File: config.mk
export PLATFORM = sky130hd
export DESIGN_NAME = updn_job_arbiter
export DESIGN_NICKNAME = d
export VERILOG_FILES = /design/src/rtl/updn_job_arbiter.sv
export SDC_FILE = /design/constraint.sdc
export NUM_CORES = 1
export LEC_CHECK = 0
export CORE_MARGIN = 2
export CORE_UTILIZATION = 35
export CTS_BUF_LIST = sky130_fd_sc_hd__clkbuf_4
export CTS_CLUSTER_SIZE = 8
export DETAILED_ROUTE_END_ITERATION = 12
export DONT_BUFFER_PORTS = 1
export PLACE_DENSITY = 0.55
export SLEW_MARGIN = 20
export SYNTH_ARGS = -nofsm -noshare
export SYNTH_HDL_FRONTEND = slang
export SYNTH_SLANG_ARGS = --single-unit
File: constraint.sdc
create_clock -name clk -period 2.93 [get_ports clk]
set_clock_uncertainty 0.2 [all_clocks]
set_input_delay 0.586 -clock clk [delete_from_list [all_inputs] [get_ports clk]]
set_output_delay 0.586 -clock clk [all_outputs]
set_load 0.01 [all_outputs]
File: src/rtl/updn_job_arbiter.sv
// -----------------------------------------------------------------------------
// updn_job_arbiter
//   Shares one signed up/down stepping datapath between two requesters.
//   A job (start value a, signed step b, direction, step count n) is accepted
//   from one requester. Round-robin decides between requesters when both are
//   valid. The job then runs for n cycles on a W-bit accumulator. The final
//   value is returned on a valid/ready response channel, tagged with the
//   requester id.
//
// Ports
//   clk, rst                 clock (rising edge), async active-low reset
//   req{0,1}_valid/_ready    job handshake (ready is combinational, IDLE only)
//   req{0,1}_a/_b            start value / signed step
//   req{0,1}_dir             1 = add b each step, 0 = subtract b
//   req{0,1}_n               number of steps
//   rsp_valid/_ready         result handshake
//   rsp_id, rsp_q            owner id and final accumulator value
//   busy                     high while a job is running or its result waits
//   q_live                   current accumulator value (debug)
// -----------------------------------------------------------------------------
module updn_job_arbiter #(
  parameter int W  = 8,
  parameter int NW = 6
) (
  input  logic          clk,
  input  logic          rst,
  input  logic          req0_valid,
  output logic          req0_ready,
  input  logic [W-1:0]  req0_a,
  input  logic [W-1:0]  req0_b,
  input  logic          req0_dir,
  input  logic [NW-1:0] req0_n,
  input  logic          req1_valid,
  output logic          req1_ready,
  input  logic [W-1:0]  req1_a,
  input  logic [W-1:0]  req1_b,
  input  logic          req1_dir,
  input  logic [NW-1:0] req1_n,
  output logic          rsp_valid,
  input  logic          rsp_ready,
  output logic          rsp_id,
  output logic [W-1:0]  rsp_q,
  output logic          busy,
  output logic [W-1:0]  q_live
);

  typedef enum logic [1:0] {
    S_IDLE = 2'd0,
    S_RUN  = 2'd1,
    S_DONE = 2'd2
  } state_t;

  localparam logic [NW-1:0] REM_ONE  = {{(NW-1){1'b0}}, 1'b1};
  localparam logic [NW-1:0] REM_ZERO = {NW{1'b0}};

  state_t        state_q, state_d;
  logic [W-1:0]  acc_q,   acc_d;
  logic [W-1:0]  b_q,     b_d;
  logic [NW-1:0] rem_q,   rem_d;
  logic          dir_q,   dir_d;
  logic          id_q,    id_d;
  logic          rr_q,    rr_d;   // 0 favours req0 on a tie, 1 favours req1

  logic          sel1_s;          // requester 1 is the granted one
  logic          accept_s;        // a handshake completes this cycle
  logic [W-1:0]  a_sel_s;
  logic [W-1:0]  b_sel_s;
  logic          dir_sel_s;
  logic [NW-1:0] n_sel_s;

  // Grant selection and job-field mux. A lone valid requester wins
  // regardless of the pointer, so nobody idles waiting for its turn.
  always_comb begin
    sel1_s     = req1_valid & (~req0_valid | rr_q);
    accept_s   = (state_q == S_IDLE) & (req0_valid | req1_valid);
    req0_ready = (state_q == S_IDLE) & req0_valid & ~sel1_s;
    req1_ready = (state_q == S_IDLE) & sel1_s;
    if (sel1_s) begin
      a_sel_s   = req1_a;
      b_sel_s   = req1_b;
      dir_sel_s = req1_dir;
      n_sel_s   = req1_n;
    end else begin
      a_sel_s   = req0_a;
      b_sel_s   = req0_b;
      dir_sel_s = req0_dir;
      n_sel_s   = req0_n;
    end
  end

  // Next-state and datapath update for the IDLE -> RUN -> DONE job sequence.
  always_comb begin
    state_d = state_q;
    acc_d   = acc_q;
    b_d     = b_q;
    rem_d   = rem_q;
    dir_d   = dir_q;
    id_d    = id_q;
    rr_d    = rr_q;
    case (state_q)
      S_IDLE: begin
        if (accept_s) begin
          acc_d   = a_sel_s;
          b_d     = b_sel_s;
          dir_d   = dir_sel_s;
          rem_d   = n_sel_s;
          id_d    = sel1_s;
          // A zero-step job goes straight to DONE with acc equal to a.
          if (n_sel_s == REM_ZERO) begin
            state_d = S_DONE;
          end else begin
            state_d = S_RUN;
          end
        end else begin
          state_d = S_IDLE;
        end
      end
      S_RUN: begin
        // Modulo-2**W arithmetic. b is two's complement, so the plain add and
        // subtract already give signed behaviour.
        if (dir_q) begin
          acc_d = acc_q + b_q;
        end else begin
          acc_d = acc_q - b_q;
        end
        rem_d = rem_q - REM_ONE;
        if (rem_q == REM_ONE) begin
          state_d = S_DONE;
        end else begin
          state_d = S_RUN;
        end
      end
      S_DONE: begin
        if (rsp_ready) begin
          state_d = S_IDLE;
          rr_d    = ~id_q;   // favour the requester not just served
        end else begin
          state_d = S_DONE;
        end
      end
      default: begin
        state_d = S_IDLE;
      end
    endcase
  end

  // State and datapath registers. Reset discards any job in flight.
  always_ff @(posedge clk or negedge rst) begin
    if (!rst) begin
      state_q <= S_IDLE;
      acc_q   <= {W{1'b0}};
      b_q     <= {W{1'b0}};
      rem_q   <= {NW{1'b0}};
      dir_q   <= 1'b0;
      id_q    <= 1'b0;
      rr_q    <= 1'b0;
    end else begin
      state_q <= state_d;
      acc_q   <= acc_d;
      b_q     <= b_d;
      rem_q   <= rem_d;
      dir_q   <= dir_d;
      id_q    <= id_d;
      rr_q    <= rr_d;
    end
  end

  // Response and status outputs come straight from the registers.
  always_comb begin
    rsp_valid = (state_q == S_DONE);
    busy      = (state_q != S_IDLE);
    rsp_id    = id_q;
    rsp_q     = acc_q;
    q_live    = acc_q;
  end

endmodule

==> impl_results.md <==
- Outcome: completed
- Buf/Inv on CP: 1
- Post_cts resized: 0
- Worst-path clk slew: 0.15 ns
- Worst hold path class: in -> reg
- Synth cell count leaders: dfrtp_1 (27), mux2i_1 (22), nand2_1 (21), o21ai_1 (15), nor2_1 (13)
- Main synth FF type: dfrtp_1
- Drc violations: 0
- Max incr delay on CP: 0.44 ns
- Final Hold Viols: 0
- Critical path's slowest cell: fa_1
- Via/cell ratio: about 5.4
- Via count: 1553
- Simple-gate area share of the yosys netlist: 0.151
- Root buffer cell: clkbuf_4
- Synth top area cells: dfrtp_1 (34%), mux2i_1 (11%), ha_1 (7.4%)
- Syn_nets: ~290
- Gpl congestion: a little under 0.8
- Num rows: 27
- Most frequent cell after synthesis: dfrtp_1
- TNS Setup: 0 ns
- Area share of the largest cell type after synthesis: 0.335
- N_diodes: 0
- Final nets: between 200 and 300
- Die ar.: 6380 µm²
- Starting DRC count in detailed routing: 47
- Leading area contributor after synthesis: dfrtp_1
- I/O Buffers: 0
- Placed cells: 282
- H-tree level count: 1
- Total CTS buffers: 3
- Worst IR Drop VDD: 0.000367 V
- Drt first pass iters: 5
- Initial core utilization: 0.364
- Worst Setup End Kind: register
- Share of layout cells above drive strength 1: 0.0787
- CP Class: reg -> reg
- Crit path time final: 2.56 ns
- Layout Cells excl Fill: approximately 290
- Post-synthesis register bit count: 27
- Worst Setup Start Kind: register
- Power Density: 1370 nW/µm²
- Synth async-reset ratio: 1.00
- Tot GR Track Use: 0.153
- Core footprint: 5540 µm²
- Number of synthesized flops with an enable pin: 0
- Sequential share of the synthesized area: 0.335
- Finish-stage setup viols: 0
- CP max FO: 4
- Adder-cell share of the synthesized area: 0.0844
- Syn Inst Count: 221
- Largest net degree at the start of global routing: 28
- Synth cell types: 48
- # hold bufs at CTS: 2
- Synth Area in Compound Gates: 0.184
- Die Height: 79.9 µm
- WP data arrival: 2.62 ns
- First-pass GRT wire length: 7.63 mm
- Congestion Overflow GR: 0
- I/O Pins: 72
- Avg Cell Area, Syn: 9.12 µm²
- Sink Count: 27
- # Post-CTS Setup Buffers: 0
- Largest family of logic cells by synthesized area: compound AO/OA/AOI/OAI gates
- Drt total wl: 4.65 mm
- RSZ-0062 raised after global routing: false
- Tcrit/Tclk final: 0.875
- Final ANT Viol Nets: 0
- WHS: 0.195 ns
- YS warnings: 0
- Mux cell area share after synthesis: 0.132
- Die Wd: 79.9 µm
- Worst EP required: ~3 ns
- CP dominant cell by count: a21o_1
- Max Clock Freq: 0.390 GHz
- Crit-path cells: inv_1 > ha_1 > mux2_2 > fa_1 > a21o_1 > a21o_1 > a21oi_1 > a221oi_1 > o211ai_1
- Max Cap Viol: 0
- CTS max path bufs: 2
- Routed len/inst: approximately 16 µm
- Post-Syn Area: 2020 µm²
- Least-Margin Pin Slew: 0.633 ns
- Post-DP HPWL: 3.71 mm
- Vias in the first global route: 1527
- Synth-to-Final Area Change: 4.28%
- CP top delay family: compound AO/OA/AOI/OAI gates
- Max Slew Vio Count: 0
- Xor/xnor share of the synthesized area: 0.0435
- Worst-skew pair later-pin latency: about 0.33 ns
- Leak: 0.991 nW
- Relative slew slack: 0.578
- Initial antenna violation count: 0
- CTS tree: yes
power breakdown:
| group | internal [mW] | total, mW | switching [mW] | leakage, nW |
|---|---|---|---|---|
| combinational | 0.854 | 1.84 | 0.982 | 0.646 |
| sequential | 0.570 | 0.860 | 0.291 | 0.326 |
| clock | 0.0627 | 0.180 | 0.117 | 0.0184 |
| total | 1.49 | 2.88 | 1.39 | 0.991 |
layer usage:
metal	up-vias	routed length (µm)	GRT usage
met4	0	39	0.0424
li1	783	-	-
met5	-	0	0
met2	54	2160	0.248
met3	4	323	0.0215
met1	712	2130	0.214
placed cells by master (no fill, tap or decap), drive strengths merged, types with 2 or more instances in the layout:
master	netlist	routed
o22ai	3	3
nand2	21	21
inv	10	10
nand2b	2	2
dfrtp	27	27
nor2	13	13
a22oi	2	2
nor3	5	5
a211o	3	3
buf	13	6
a31oi	3	3
o211ai	2	2
xor2	2	2
or4	2	2
a21o	4	4
a221oi	3	3
nor2b	4	4
a21oi	6	6
mux2	4	4
nand3	5	5
o21a	2	2
or3	4	4
o21ai	21	21
ha	12	12
mux2i	22	22
xnor2	8	8
clkbuf	3	4
layout make-up:
class,count,area [µm²]
well taps,72,90.1
fillers,597,3440
inverters,10,37.5
multi-input cells,168,1200
flip-flops and latches,27,676
clock buffers,4,30.0
repair buffers,7,67.6
state kept, by name (all words and copies together), names as in the netlist:
signal,flops
q_live,8
rem_q,6
b_q,8
dir_q,1
rsp_id,1
state_q,2
rr_q,1
through the flow:
stage | cell area, µm² | util | setup slack [ns] | power (mW)
floorplan | 2020 | - | 0.568 | 2.38
global placement | 2040 | 0.369 | 0.460 | 2.69
detailed placement | 2040 | 0.369 | 0.407 | 2.70
CTS | 2100 | 0.379 | 0.352 | 2.91
global route | 2100 | 0.379 | 0.186 | 3.19
finish | 2100 | 0.379 | 0.367 | 2.88
worst paths after layout:
kind / startpoint / to / slack (ns) / cells past startpoint
worst max-delay path: b_q[0] / q_live[6] / 0.37 / 9
worst min-delay path: rsp_ready / rr_q / 0.20 / 2
worst max register to register: b_q[0] / q_live[6] / 0.37 / 9
worst min register to register: b_q[6] / b_q[6] / 0.31 / 2
max in group asynchronous: rst / q_live[2] / 1.91 / 2
min in group asynchronous: rst / rem_q[3] / 0.45 / 2
logic make-up (layout without fill, tap and decap cells):
logic type	Yosys count	count (layout)
and+or+nand+nor	63	63
AOI/OAI and AO/OA	56	56
DFF	27	27
muxes	26	26
buffers and inverters	26	21
adders and majority gates	13	13
xor gates and xnor gates	10	10
No activity file was read; power rests on OpenSTA's default activity.
